`config.mk`:
```
export PLATFORM = sky130hd
export DESIGN_NAME = viterbi_traceback
export DESIGN_NICKNAME = d
export VERILOG_FILES = /design/src/rtl/viterbi_traceback.sv
export SDC_FILE = /design/constraint.sdc
export NUM_CORES = 1
export LEC_CHECK = 0
export CAP_MARGIN = 20
export CORE_MARGIN = 2
export CORE_UTILIZATION = 53
export CTS_CLUSTER_DIAMETER = 50
export DETAILED_ROUTE_END_ITERATION = 8
export PLACE_DENSITY = 0.88
export SLEW_MARGIN = 5
export SYNTH_ARGS = -nofsm -noshare
export SYNTH_HDL_FRONTEND = slang
export SYNTH_SLANG_ARGS = --single-unit
```
`constraint.sdc`:
```
create_clock -name clk -period 5.8 [get_ports clk]
set_clock_uncertainty 0.05 [all_clocks]
set_input_delay 1.16 -clock clk [delete_from_list [all_inputs] [get_ports clk]]
set_output_delay 1.16 -clock clk [all_outputs]
set_load 0.01 [all_outputs]
```
`src/rtl/viterbi_traceback.sv`:
```
// Survivor traceback stage: gathers one frame of ACS beats, picks the
// lowest-metric state and streams its survivor path out oldest bit first.
module viterbi_traceback #(
    parameter int FRAME_LEN = 8
) (
    input  logic       clk,
    input  logic       rst,
    input  logic       valid_in,
    output logic       in_ready,
    input  logic [3:0] metric_00,
    input  logic [3:0] metric_01,
    input  logic [3:0] metric_10,
    input  logic [3:0] metric_11,
    input  logic [7:0] path_00,
    input  logic [7:0] path_01,
    input  logic [7:0] path_10,
    input  logic [7:0] path_11,
    output logic       bit_out,
    output logic       bit_valid,
    input  logic       bit_ready,
    output logic       last_bit,
    output logic [3:0] win_metric,
    output logic [1:0] win_state,
    output logic       frame_done
);

    typedef enum logic [1:0] {
        COLLECT,
        SELECT,
        OUTPUT
    } state_t;

    localparam logic [3:0]  LAST_IDX = 4'(FRAME_LEN - 1);
    localparam int unsigned ALIGN    = 8 - FRAME_LEN;

    state_t          state;
    logic [3:0]      beat_cnt;
    logic [3:0]      bit_cnt;
    logic [3:0][3:0] metric_q;
    logic [3:0][7:0] path_q;
    logic [7:0]      shift_q;

    logic [1:0]      best_idx;
    logic [3:0]      best_metric;
    logic [7:0]      best_path;
    logic [7:0]      aligned;

    // Strict less-than keeps the earlier (lower) index on ties.
    always_comb begin
        best_idx    = 2'd0;
        best_metric = metric_q[0];
        for (int unsigned i = 1; i < 4; i++) begin
            if (metric_q[i] < best_metric) begin
                best_idx    = 2'(i);
                best_metric = metric_q[i];
            end
        end
        best_path = path_q[best_idx];
        aligned   = best_path << ALIGN;
    end

    // The oldest frame bit is moved to bit 7 so emission is always a left shift.
    always_ff @(posedge clk or negedge rst) begin
        if (!rst) begin
            state      <= COLLECT;
            beat_cnt   <= '0;
            bit_cnt    <= '0;
            metric_q   <= '0;
            path_q     <= '0;
            shift_q    <= '0;
            in_ready   <= 1'b1;
            bit_valid  <= 1'b0;
            bit_out    <= 1'b0;
            last_bit   <= 1'b0;
            win_metric <= '0;
            win_state  <= '0;
            frame_done <= 1'b0;
        end else begin
            frame_done <= 1'b0;
            case (state)
                COLLECT: begin
                    if (valid_in) begin
                        metric_q <= {metric_11, metric_10, metric_01, metric_00};
                        path_q   <= {path_11, path_10, path_01, path_00};
                        if (beat_cnt == LAST_IDX) begin
                            beat_cnt <= '0;
                            in_ready <= 1'b0;
                            state    <= SELECT;
                        end else begin
                            beat_cnt <= beat_cnt + 4'd1;
                        end
                    end
                end
                SELECT: begin
                    win_state  <= best_idx;
                    win_metric <= best_metric;
                    bit_out    <= aligned[7];
                    shift_q    <= aligned << 1;
                    bit_cnt    <= '0;
                    last_bit   <= (LAST_IDX == 4'd0);
                    bit_valid  <= 1'b1;
                    state      <= OUTPUT;
                end
                OUTPUT: begin
                    if (bit_ready) begin
                        if (bit_cnt == LAST_IDX) begin
                            bit_valid  <= 1'b0;
                            bit_out    <= 1'b0;
                            last_bit   <= 1'b0;
                            in_ready   <= 1'b1;
                            frame_done <= 1'b1;
                            state      <= COLLECT;
                        end else begin
                            bit_out  <= shift_q[7];
                            shift_q  <= shift_q << 1;
                            bit_cnt  <= bit_cnt + 4'd1;
                            last_bit <= (4'(bit_cnt + 4'd1) == LAST_IDX);
                        end
                    end
                end
                default: state <= COLLECT;
            endcase
        end
    end

endmodule

```
==> results.cfg <==
[run_status]
status = complete, no violations

[synthesis]
synthTopCellsByArea = dfrtp_1 50%, nand2_1 17%, ha_1 4.7%, mux2i_1 2.9%, o21ai_0 2.9%
synthesis.area_um2 = 3760
ys_seq_elements = 76
synth.most_common_cell = nand2_1
synth_cell_types = 48
synth-seq-area-share_pct = 50.6
synth_ff_type = dfrtp_1
async_flop_share_pct = 100
synth.avg_cell_area_um2 = 8.75
yosysWarnings = 0
syn_inst = 430
yosys-top-cells-count = 172 x nand2_1, 75 x dfrtp_1, 22 x o21ai_0
post-synth-top-area-cell = dfrtp_1
synth_edf_count = 0
synth_top_area_share_pct = 49.9
synth.net_count = 496

[critical_path]
crit_chain = inv_1 -> ha_1 -> nor3_1 -> a211o_1 -> mux2i_1 -> ha_1 -> or2_0 -> a311o_1 -> o21a_2 -> a21o_1 -> ha_1 -> o211ai_1 -> o21ai_2 -> o2111ai_1 -> o311a_1
rr_startpoint = metric_q[2]
crit_buf_inv = 1
worst_setup_path_start_kind = register
critPathRequiredTime_ps = 5990
rrSetupSlack_ps = 1140
worstRegToRegCells = 15
cp_top_family = compound AO/OA/AOI/OAI gates
crit_top_cell = ha_1
crit_slowest_cell = o21ai_2
r2r-end = shift_q[4]
end_kind = register
arrival_ps = 4850
crit_fanout = 15
worst-setup-path-type = register to register
max_stage_delay_ps = 520

[finish]
area_growth_pct = 23.2
antenna_cells = 0
final_nets = 550
drive_gt1_share_pct = 5.32

[detailed_routing]
wl_per_cell_um = 14.5
drtPass1Iterations = 5
drt-total-wl_um = 8490
antenna_left = 0
vias = 3213
drt_iter0_drc = 209
route.detailed.drc = 0
viasPerCell = 5.49

[sta]
slew_viol_final = 0
fin_tns_setup_ps = 0
fin_crit_ps = 4660
tightestPinTransition_ps = 947
relSlewSlack_pct = 36.9
setup_ws_ps = 1140
max_freq_ghz = 0.215
period_share_pct = 80.4
finalHoldViolations = 0
setup_viol = 0
rsz0062_at_grt = no

[clock_network]
ctsResizeCount = 0
clkSlewWorstSetupHoldPaths_ps = 80
postCtsSetupRepairBufs = 0
cts.sinks = 76
root_buffer = clkbuf_8
clkLatencyLatePin_ps = 360
ctsHoldBuffers = 0
cts_tree = done
numCtsBuffers = 9
clockBufferDepth = 2
cts-htree-levels = 3

[grt]
grt_usage_pct = 24.1
grt_pass1_vias = 3159
grt_util_met3_pct = 5.78
use_met2_pct = 40.9
antenna_found_initial = 0
grt_first_pass_wirelength_um = 14300
grt_max_degree = 77
met1_usage_pct = 30.9
grt_busiest_layer = met2
overflow = 0

[die]
die_y_um = 88.3
die_w_um = 88.3
start_util_pct = 55.1
ios = 63
rows = 30
core_um2 = 6830
die_area_um2 = 7790

[power_and_ir_drop]
p_leak_nw = 2.25
power_density_nw_per_um2 = 572
peakVddDrop_mv = 0.342

[worst_hold_path]
hold_depth = 2
min_to = path_q[22]
min_from = path_q[22]
hold_class = register to register

[placed_design]
routabilityCongestion = 0.893
port_buffers = 62
hpwl_um = 5880
pre_cts_ws_ps = 1200

[job]
maxCapViolations = 0
[cells by family (layout without fill, tap and decap cells)]
| logic type | after synthesis | after routing | share of synthesized area, % |
|---|---|---|---|
| buffers and inverters | 34 | 93 | 3.89 |
| AO/OA/AOI/OAI | 73 | 73 | 13.8 |
| AND/OR/NAND/NOR | 219 | 219 | 23.4 |
| XOR/XNOR | 2 | 2 | 0.466 |
| flip-flops | 76 | 76 | 50.6 |
| adder cells (fa/ha/maj) | 14 | 14 | 4.65 |
| multiplexers | 12 | 12 | 3.22 |
[layout by cell type, fill, tap and decap left out, drive strengths merged, types with 3 or more instances in the layout]
cell | Yosys | layout
ha | 14 | 14
nand2b | 3 | 3
clkdlybuf4s50 | 0 | 61
o22ai | 3 | 3
a2111o | 3 | 3
a21oi | 5 | 5
dfrtp | 75 | 75
nor3 | 4 | 4
clkinv | 0 | 3
nand2 | 172 | 172
mux2i | 11 | 11
o2111ai | 6 | 6
a21o | 5 | 5
nor2 | 21 | 21
o21a | 3 | 3
o21ai | 25 | 25
clkbuf | 12 | 12
nor2b | 3 | 3
inv | 10 | 10
a31oi | 5 | 5
buf | 12 | 5
o311a | 6 | 6
nand3 | 6 | 6
[routing by layer]
metal / share of wire (%) / wire length [µm] / vias to the layer above
li1: - / - / 1552
met5: 0 / 0 / -
met2: 49 / 4150 / 110
met1: 45 / 3810 / 1538
met4: 1.5 / 126 / 0
met3: 4.8 / 408 / 13
[final cells by class]
| cell class | instances | area (µm²) |
|---|---|---|
| Sequential cell | 76 | 1900 |
| Tap cell | 96 | 120 |
| Inverter | 10 | 37.5 |
| Multi-Input combinational cell | 320 | 1720 |
| Timing Repair Buffer | 67 | 651 |
| Clock buffer | 11 | 131 |
| Fill cell | 546 | 2190 |
| Clock inverter | 5 | 78.8 |
[power breakdown]
group | switching (W) | leakage (nW) | internal [W]
registers | 0.000179 | 0.954 | 0.000755
logic | 0.000767 | 1.19 | 0.000514
clock network | 0.000194 | 0.107 | 0.000242
total | 0.00114 | 2.25 | 0.00151
[how the worst max path moves through the flow]
stage                 from         end  slack (ps)  cells past startpoint
2_1_floorplan  metric_q[2]  shift_q[5]        1740                     17
3_3_place_gp   metric_q[2]  shift_q[6]        1480                     15
3_5_place_dp   metric_q[2]  shift_q[4]        1200                     16
4_1_cts        metric_q[2]  shift_q[4]        1140                     16
5_1_grt        metric_q[3]  shift_q[7]         790                     16
6_report       metric_q[2]  shift_q[4]        1140                     15
[worst register-to-register path, stage by stage (launching register included)]
cell	delay [ps]
dfrtp_1	350
inv_1	60
ha_1	330
nor3_1	190
a211o_1	500
mux2i_1	390
ha_1	300
or2_0	220
a311o_1	410
o21a_2	210
a21o_1	180
ha_1	270
o211ai_1	110
o21ai_2	520
o2111ai_1	260
o311a_1	180
[state kept, by name, summed over array words and instances, names as in the netlist]
signal / count
win_state: 2
bit_cnt: 4
last_bit: 1
state: 2
beat_cnt: 4
path_q: 32
bit_out: 1
metric_q: 16
frame_done: 1
bit_valid: 1
in_ready: 1
win_metric: 4
shift_q: 7
[metrics by stage]
| stage | instances | power (W) | util (%) | hold WS, ps | area [µm²] |
|---|---|---|---|---|---|
| 4_1_cts | 583 | 0.00264 | 67.7 | 432 | 4620 |
| 6_report | 585 | 0.00265 | 67.9 | 430 | 4640 |
| 3_5_place_dp | 567 | 0.00220 | 64.6 | 412 | 4410 |
| 5_1_grt | 585 | 0.00287 | 67.9 | 453 | 4640 |
| 2_1_floorplan | 430 | 0.00191 | - | 395 | 3760 |
| 3_3_place_gp | 566 | 0.00211 | 64.5 | 407 | 4410 |
Power figures use the tool's default switching activity.
